$ cat config.mk
export PLATFORM = sky130hd
export DESIGN_NAME = bk_multiword_add_seq_flat
export DESIGN_NICKNAME = d
export VERILOG_FILES = /design/src/rtl/bk_pkg.sv /design/src/rtl/bk_multiword_add_seq_if.sv /design/src/rtl/brent_kung_adder.sv /design/src/rtl/bk_multiword_add_seq.sv /design/src/flat_wrapper.sv
export SDC_FILE = /design/constraint.sdc
export NUM_CORES = 1
export LEC_CHECK = 0
export ABC_CLOCK_PERIOD_IN_PS = 10700
export CORE_AREA = 2 2 205 207
export DETAILED_ROUTE_END_ITERATION = 6
export DIE_AREA = 0 0 207 209
export PLACE_DENSITY = 0.72
export SETUP_SLACK_MARGIN = 0.3
export SYNTH_ARGS = -nofsm -noshare
export SYNTH_HDL_FRONTEND = slang
export SYNTH_SLANG_ARGS = --single-unit
$ cat constraint.sdc
create_clock -name clk -period 10.7 [get_ports clk]
set_input_delay 2.14 -clock clk [delete_from_list [all_inputs] [get_ports clk]]
set_output_delay 2.14 -clock clk [all_outputs]
set_load 0.005 [all_outputs]
$ cat src/rtl/bk_pkg.sv
// Shared types and constants for the Brent-Kung multi-word adder sequencer.
package bk_pkg;

  localparam int WORD_W = 32;

  typedef enum logic [1:0] {
    IDLE = 2'd0,
    RUN  = 2'd1,
    DONE = 2'd2
  } bk_seq_state_t;

endpackage

$ cat src/rtl/bk_multiword_add_seq_if.sv
// Operand request / result handshake bundle for the multi-word add sequencer.
// master: the operand source and result sink; slave: the sequencer itself.
interface bk_multiword_add_seq_if
  import bk_pkg::*;
#(
  parameter int NWORDS = 4
) ();

  localparam int W = WORD_W * NWORDS;

  logic         in_valid;
  logic         in_ready;
  logic [W-1:0] op_a;
  logic [W-1:0] op_b;
  logic         sub;
  logic         cin;
  logic         out_valid;
  logic         out_ready;
  logic [W-1:0] sum;
  logic         cout;
  logic         ovf;
  logic         zero;

  modport master (
    output in_valid, op_a, op_b, sub, cin, out_ready,
    input  in_ready, out_valid, sum, cout, ovf, zero
  );

  modport slave (
    input  in_valid, op_a, op_b, sub, cin, out_ready,
    output in_ready, out_valid, sum, cout, ovf, zero
  );

endinterface

$ cat src/rtl/brent_kung_adder.sv
// 32-bit combinational Brent-Kung prefix adder. The word carry-in is folded
// into bit 0's generate so the prefix tree yields the carry out of every bit.
module brent_kung_adder
  import bk_pkg::*;
(
  input  logic [WORD_W-1:0] a,
  input  logic [WORD_W-1:0] b,
  input  logic              ci,
  output logic [WORD_W-1:0] s,
  output logic              co
);

  localparam int LOG_W = $clog2(WORD_W);

  logic [WORD_W-1:0] g_s;
  logic [WORD_W-1:0] p_s;
  logic [WORD_W-1:0] carry_s;

  // Returns the carry out of each bit position: up-sweep builds power-of-two
  // spans, down-sweep fills in the remaining prefixes.
  function automatic logic [WORD_W-1:0] bk_carries(
    input logic [WORD_W-1:0] g_in,
    input logic [WORD_W-1:0] p_in,
    input logic              c0
  );
    logic [WORD_W-1:0] g;
    logic [WORD_W-1:0] p;
    g    = g_in;
    p    = p_in;
    g[0] = g_in[0] | (p_in[0] & c0);
    for (int d = 0; d < LOG_W; d++) begin
      for (int i = 0; i < WORD_W; i++) begin
        if (((i + 1) % (2 << d)) == 0) begin
          g[i] = g[i] | (p[i] & g[i - (1 << d)]);
          p[i] = p[i] & p[i - (1 << d)];
        end else begin
          g[i] = g[i];
        end
      end
    end
    for (int d = LOG_W - 2; d >= 0; d--) begin
      for (int i = 0; i < WORD_W; i++) begin
        if ((((i + 1) % (2 << d)) == (1 << d)) && (i > (1 << d))) begin
          g[i] = g[i] | (p[i] & g[i - (1 << d)]);
        end else begin
          g[i] = g[i];
        end
      end
    end
    return g;
  endfunction

  // Bitwise generate/propagate, prefix carries, then the sum bits.
  always_comb begin
    g_s     = a & b;
    p_s     = a ^ b;
    carry_s = bk_carries(g_s, p_s, ci);
    s       = p_s ^ {carry_s[WORD_W-2:0], ci};
    co      = carry_s[WORD_W-1];
  end

endmodule

$ cat src/rtl/bk_multiword_add_seq.sv
// Multi-word add/subtract sequencer: one shared 32-bit Brent-Kung adder is
// stepped over NWORDS words, least significant first, with the carry chained
// through a register. Operands are captured on accept; the result is held
// stable in DONE until the sink takes it.
module bk_multiword_add_seq
  import bk_pkg::*;
#(
  parameter int NWORDS = 4
) (
  input logic                    clk,
  input logic                    rst_n,
  bk_multiword_add_seq_if.slave  bus
);

  localparam int W     = WORD_W * NWORDS;
  localparam int IDX_W = (NWORDS > 1) ? $clog2(NWORDS) : 1;
  localparam logic [IDX_W-1:0] LAST_IDX = IDX_W'(NWORDS - 1);

  bk_seq_state_t state_r;
  bk_seq_state_t state_s;

  logic [NWORDS-1:0][WORD_W-1:0] a_r;
  logic [NWORDS-1:0][WORD_W-1:0] b_r;
  logic [NWORDS-1:0][WORD_W-1:0] sum_r;
  logic [IDX_W-1:0]              idx_r;
  logic                          carry_r;
  logic                          zacc_r;
  logic                          cout_r;
  logic                          ovf_r;
  logic                          zero_r;

  logic                          accept_s;
  logic                          step_s;
  logic                          last_s;
  logic [WORD_W-1:0]             s_s;
  logic                          co_s;
  logic                          a_msb_s;
  logic                          b_msb_s;

  // Single shared adder; every input comes from registers.
  brent_kung_adder u_adder (
    .a  (a_r[idx_r]),
    .b  (b_r[idx_r]),
    .ci (carry_r),
    .s  (s_s),
    .co (co_s)
  );

  assign a_msb_s = a_r[NWORDS-1][WORD_W-1];
  assign b_msb_s = b_r[NWORDS-1][WORD_W-1];

  // Next-state and per-cycle control decode.
  always_comb begin
    state_s  = state_r;
    accept_s = 1'b0;
    step_s   = 1'b0;
    last_s   = (idx_r == LAST_IDX);
    case (state_r)
      IDLE: begin
        if (bus.in_valid) begin
          accept_s = 1'b1;
          state_s  = RUN;
        end else begin
          state_s  = IDLE;
        end
      end
      RUN: begin
        step_s = 1'b1;
        if (last_s) begin
          state_s = DONE;
        end else begin
          state_s = RUN;
        end
      end
      DONE: begin
        if (bus.out_ready) begin
          state_s = IDLE;
        end else begin
          state_s = DONE;
        end
      end
      default: begin
        state_s = IDLE;
      end
    endcase
  end

  // FSM state register.
  always_ff @(posedge clk) begin
    if (!rst_n) begin
      state_r <= IDLE;
    end else begin
      state_r <= state_s;
    end
  end

  // Operand capture, word-serial accumulation and result/flag registers.
  always_ff @(posedge clk) begin
    if (!rst_n) begin
      a_r     <= '0;
      b_r     <= '0;
      sum_r   <= '0;
      idx_r   <= '0;
      carry_r <= 1'b0;
      zacc_r  <= 1'b0;
      cout_r  <= 1'b0;
      ovf_r   <= 1'b0;
      zero_r  <= 1'b0;
    end else if (accept_s) begin
      // Subtraction is A + ~B + 1: invert B here and force the first carry.
      a_r     <= bus.op_a;
      b_r     <= bus.op_b ^ {W{bus.sub}};
      carry_r <= bus.sub | bus.cin;
      idx_r   <= '0;
      zacc_r  <= 1'b1;
    end else if (step_s) begin
      sum_r[idx_r] <= s_s;
      carry_r      <= co_s;
      zacc_r       <= zacc_r & (s_s == '0);
      if (last_s) begin
        idx_r  <= '0;
        cout_r <= co_s;
        ovf_r  <= (a_msb_s == b_msb_s) && (s_s[WORD_W-1] != a_msb_s);
        zero_r <= zacc_r & (s_s == '0);
      end else begin
        idx_r  <= idx_r + 1'b1;
      end
    end
  end

  assign bus.in_ready  = (state_r == IDLE);
  assign bus.out_valid = (state_r == DONE);
  assign bus.sum       = sum_r;
  assign bus.cout      = cout_r;
  assign bus.ovf       = ovf_r;
  assign bus.zero      = zero_r;

endmodule

$ cat src/flat_wrapper.sv
// flat-port wrapper written by rule: the top's interface ports become plain ports
module bk_multiword_add_seq_flat import bk_pkg::*;
#(
  parameter int NWORDS = 4
)
  (clk, rst_n, bus_in_valid, bus_op_a, bus_op_b, bus_sub, bus_cin, bus_out_ready, bus_in_ready, bus_out_valid, bus_sum, bus_cout, bus_ovf, bus_zero);
  bk_multiword_add_seq_if #(.NWORDS(NWORDS)) bus_i ();
  input logic clk;
  input logic rst_n;
  input wire logic [$bits(bus_i.in_valid)-1:0] bus_in_valid;
  input wire logic [$bits(bus_i.op_a)-1:0] bus_op_a;
  input wire logic [$bits(bus_i.op_b)-1:0] bus_op_b;
  input wire logic [$bits(bus_i.sub)-1:0] bus_sub;
  input wire logic [$bits(bus_i.cin)-1:0] bus_cin;
  input wire logic [$bits(bus_i.out_ready)-1:0] bus_out_ready;
  output wire logic [$bits(bus_i.in_ready)-1:0] bus_in_ready;
  output wire logic [$bits(bus_i.out_valid)-1:0] bus_out_valid;
  output wire logic [$bits(bus_i.sum)-1:0] bus_sum;
  output wire logic [$bits(bus_i.cout)-1:0] bus_cout;
  output wire logic [$bits(bus_i.ovf)-1:0] bus_ovf;
  output wire logic [$bits(bus_i.zero)-1:0] bus_zero;
  assign bus_i.in_valid = bus_in_valid;
  assign bus_i.op_a = bus_op_a;
  assign bus_i.op_b = bus_op_b;
  assign bus_i.sub = bus_sub;
  assign bus_i.cin = bus_cin;
  assign bus_i.out_ready = bus_out_ready;
  assign bus_in_ready = bus_i.in_ready;
  assign bus_out_valid = bus_i.out_valid;
  assign bus_sum = bus_i.sum;
  assign bus_cout = bus_i.cout;
  assign bus_ovf = bus_i.ovf;
  assign bus_zero = bus_i.zero;
  bk_multiword_add_seq #(.NWORDS(NWORDS)) u_core (.clk(clk), .rst_n(rst_n), .bus(bus_i));
endmodule
==> metrics.txt <==
gpl congestion=roughly 0.8; post_cts resized=0; clk root buf=clkbuf_16; I/O Pins=395; htree depth=2; die area=around 0.043 mm2; reg-to-reg startpoint=u_core.idx_r[0]; CTS Sinks=slightly below 400; Layout Nets=approximately 2500; slack of the critical path=4.38 ns; worst slew pin tran=1.11 ns; final core utilization=between 50% and 60%; fin crit period=6.32 ns; Post-Synthesis Cells=between 1500 and 2000; Synth cell types=46; worst IR drop on VDD=around 0.12 mV; met2 global-route usage=between 40 and 50%; post-synth top area cell=dfxtp_1; Worst EP required=approximately 11 ns; Worst Hold Class=reg -> reg; CTS Buffer Depth=3; initial core utilization=between 40 and 50%; largest net degree at the start of global routing=roughly 230; Reg2Reg Depth=17; crit path capture type=flop; Die Y=between 200 and 250 um; MaxCap Viol Count=0; RSZ-0062 raised after global routing=false; Num CTS Buffers=between 40 and 50; num rows=75; Cell Area, Synth=roughly 0.018 mm2; CTS clock-pin slew for the worst setup and hold paths=approximately 0.06 ns; DR WL/cell=about 20 um; Final Hold Fails=0; via count=14942; met1 GRT Util=30.7%; DR vias/cell=5.36; worst-path fanout max=48; dominant cells by area after synthesis=dfxtp_1 43%, nand2_1 12%, o211a_1 11%; initial antenna violation count=1; Critical Path Sink=u_core.bus.zero; leak pwr=~11 nW; Async SR Flop Fraction=0%; Most Crowded Layer GR=met2; vias in the first global route=~15000; Critical Path Source=u_core.idx_r[0]; Hold Buf Count CTS=0; Setup-failing EPs final=0; RR Endpoint=u_core.bus.zero; hpwl dp=about 40000 um; CP arrival=just under 7 ns; fin crit share=around three fifths; r2r setup slk=between 4 and 5 ns; Design Area, Final=about 0.024 mm2; Seq/Total Area, Yosys=between 40% and 50%; dpl ws=around 4.4 ns; outcome=finished clean; M3 GR Usage=under 10%; dominant synthesized flop cell=dfxtp_1; Setup Fix Bufs, Post-CTS=0; Clk Latency, worst-skew pair=~0.52 ns; Post-route DRC=0; drt first pass iters=5; Routed Antenna Nets=0; synthesized area per cell=around 9.5 um2; Slew Limit Headroom=a little over a quarter; Core Region=approximately 0.041 mm2; Layout area overhead=30.2%; Slew Limit Fails=0; Post-synth EDFFs=0; Cell Pwr Density=around 150 mW/mm2; FMAX=roughly 0.16 GHz; Critical Path Source Type=flop; Initial DRC Count=~1200; dpl cell area=~0.022 mm2; top cell type's share of synthesized area=about 43%; total power=approximately 3.7 mW; syn nets=approximately 2200; final wirelength=approximately 55000 um; TritonCTS clock tree=built; first-pass GRT wire length=between 80000 and 90000 um; CP Class=reg -> reg; DIE WIDTH=between 200 and 250 um; clock skew=about 0.013 ns; grt ovf=0; share of layout cells above drive strength 1=under 10%; GRT Resource Usage Total=around a quarter; PortBufs=between 300 and 400; Synth Warn #=0; Seq cells post-synth=393; final setup TNS=0 ns
-- registers in the layout (all words and copies together), names as in the netlist --
| name | flops |
|---|---|
| u_core.bus.cout | 1 |
| u_core.carry_r | 1 |
| u_core.idx_r | 2 |
| u_core.state_r | 2 |
| u_core.b_msb_s | 1 |
| u_core.bus.zero | 1 |
| u_core.a_msb_s | 1 |
| u_core.bus.ovf | 1 |
| u_core.zacc_r | 1 |
| u_core.b_r | 127 |
| u_core.bus.sum | 128 |
| u_core.a_r | 127 |
-- layout make-up --
cell class | count | area, um2
well taps | 539 | 674
flip-flops and latches | 393 | 7880
fillers | 3629 | 17400
repair buffers | 407 | 4060
clock buffers | 57 | 1180
clock inverters | 14 | 223
inverters | 22 | 82.6
diodes | 1 | 2.50
multi-input cells | 1355 | 9790
-- logic make-up (layout without fill, tap and decap cells) --
| logic type | count (synthesis) | in the layout | synth area share (%) |
|---|---|---|---|
| buffers and inverters | 178 | 500 | 3.79 |
| AND/OR/NAND/NOR | 650 | 650 | 13.9 |
| adder cells (fa/ha/maj) | 51 | 51 | 4.17 |
| XOR/XNOR | 143 | 143 | 6.83 |
| AO/OA/AOI/OAI | 446 | 446 | 20.5 |
| multiplexers | 65 | 65 | 7.91 |
| other | 0 | 1 | 0 |
| flip-flops | 393 | 393 | 42.9 |
-- Yosys cell counts (2+ instances only) --
master    instances
o21a_1            8
xnor2_1         143
inv_1            22
a31oi_1           3
nor3_1            4
ha_1             34
o31ai_1           2
nand2_1         604
fa_1             17
o211ai_1          3
o21ai_0           3
mux4_2           64
nor2b_1           3
dfxtp_1         393
clkbuf_1        113
buf_2            22
and2_1            4
a211oi_1          2
nand3_1           5
a21o_1            5
o211a_1         193
a21oi_1          19
buf_1            21
nor2_1            8
nor3b_1           2
and3_1            2
o21ai_1           8
nand4_1           7
a21boi_1        195
-- critical path: stages, from the launching register on --
cell	delay, ns
dfxtp_4	0.60
buf_4	0.83
mux4_2	0.61
inv_1	0.09
fa_1	0.18
inv_1	0.06
fa_1	0.46
a211oi_1	0.37
o211ai_1	0.22
a21boi_1	0.29
o21a_1	0.20
o21ai_1	0.10
fa_1	0.63
or4_1	0.51
or4b_1	0.53
nor4_2	0.19
nand3_1	0.12
a21boi_1	0.16
-- layer usage --
layer,part of all wire [%],vias up
met3,6.4,113
met2,49,517
li1,-,7194
met4,4.0,0
met5,0,-
met1,41,7118
-- power breakdown --
group          total (mW)  switching [mW]  internal (mW)
Combinational       0.626           0.323          0.303
Clock                1.48           0.568          0.909
Sequential           1.60          0.0483           1.55
Total                3.70           0.939           2.76
-- per-stage QoR --
step,std cells,hold slack (ns)
detailed placement,2716,0.445
finish,2788,0.449
global route,2788,0.463
floorplan,1926,0.432
global placement,2716,0.438
CTS,2787,0.453
-- worst min path at each step --
stage                       start                  to  slack (ns)  cells after the start
3_5_place_dp       u_core.a_r[66]      u_core.a_r[66]        0.44                      2
3_3_place_gp        u_core.a_r[1]       u_core.a_r[1]        0.44                      2
4_1_cts        u_core.bus.sum[73]  u_core.bus.sum[73]        0.45                      2
2_1_floorplan      u_core.a_r[64]      u_core.a_r[64]        0.43                      2
6_report       u_core.bus.sum[73]  u_core.bus.sum[73]        0.45                      2
5_1_grt        u_core.bus.sum[26]  u_core.bus.sum[26]        0.46                      2
-- layout by cell type, fill, tap and decap left out, drive strengths merged, types with 2 or more instances in the layout --
cell,count
dfxtp,393
nor2,9
and2,4
clkinv,7
a31oi,3
a211oi,2
bufinv,6
o21a,8
or4b,2
buf,15
nand2,604
xnor2,143
a21oi,19
o31ai,2
nand3,5
clkbuf,57
inv,22
a21o,5
o21ai,11
ha,34
nor3b,2
nor4,2
fa,17
a21boi,195
nor3,5
o211ai,3
and3,2
mux4,64
clkdlybuf4s50,392
o211a,193
nand4,7
nor2b,3
No activity file was read; power rests on OpenSTA's default activity.
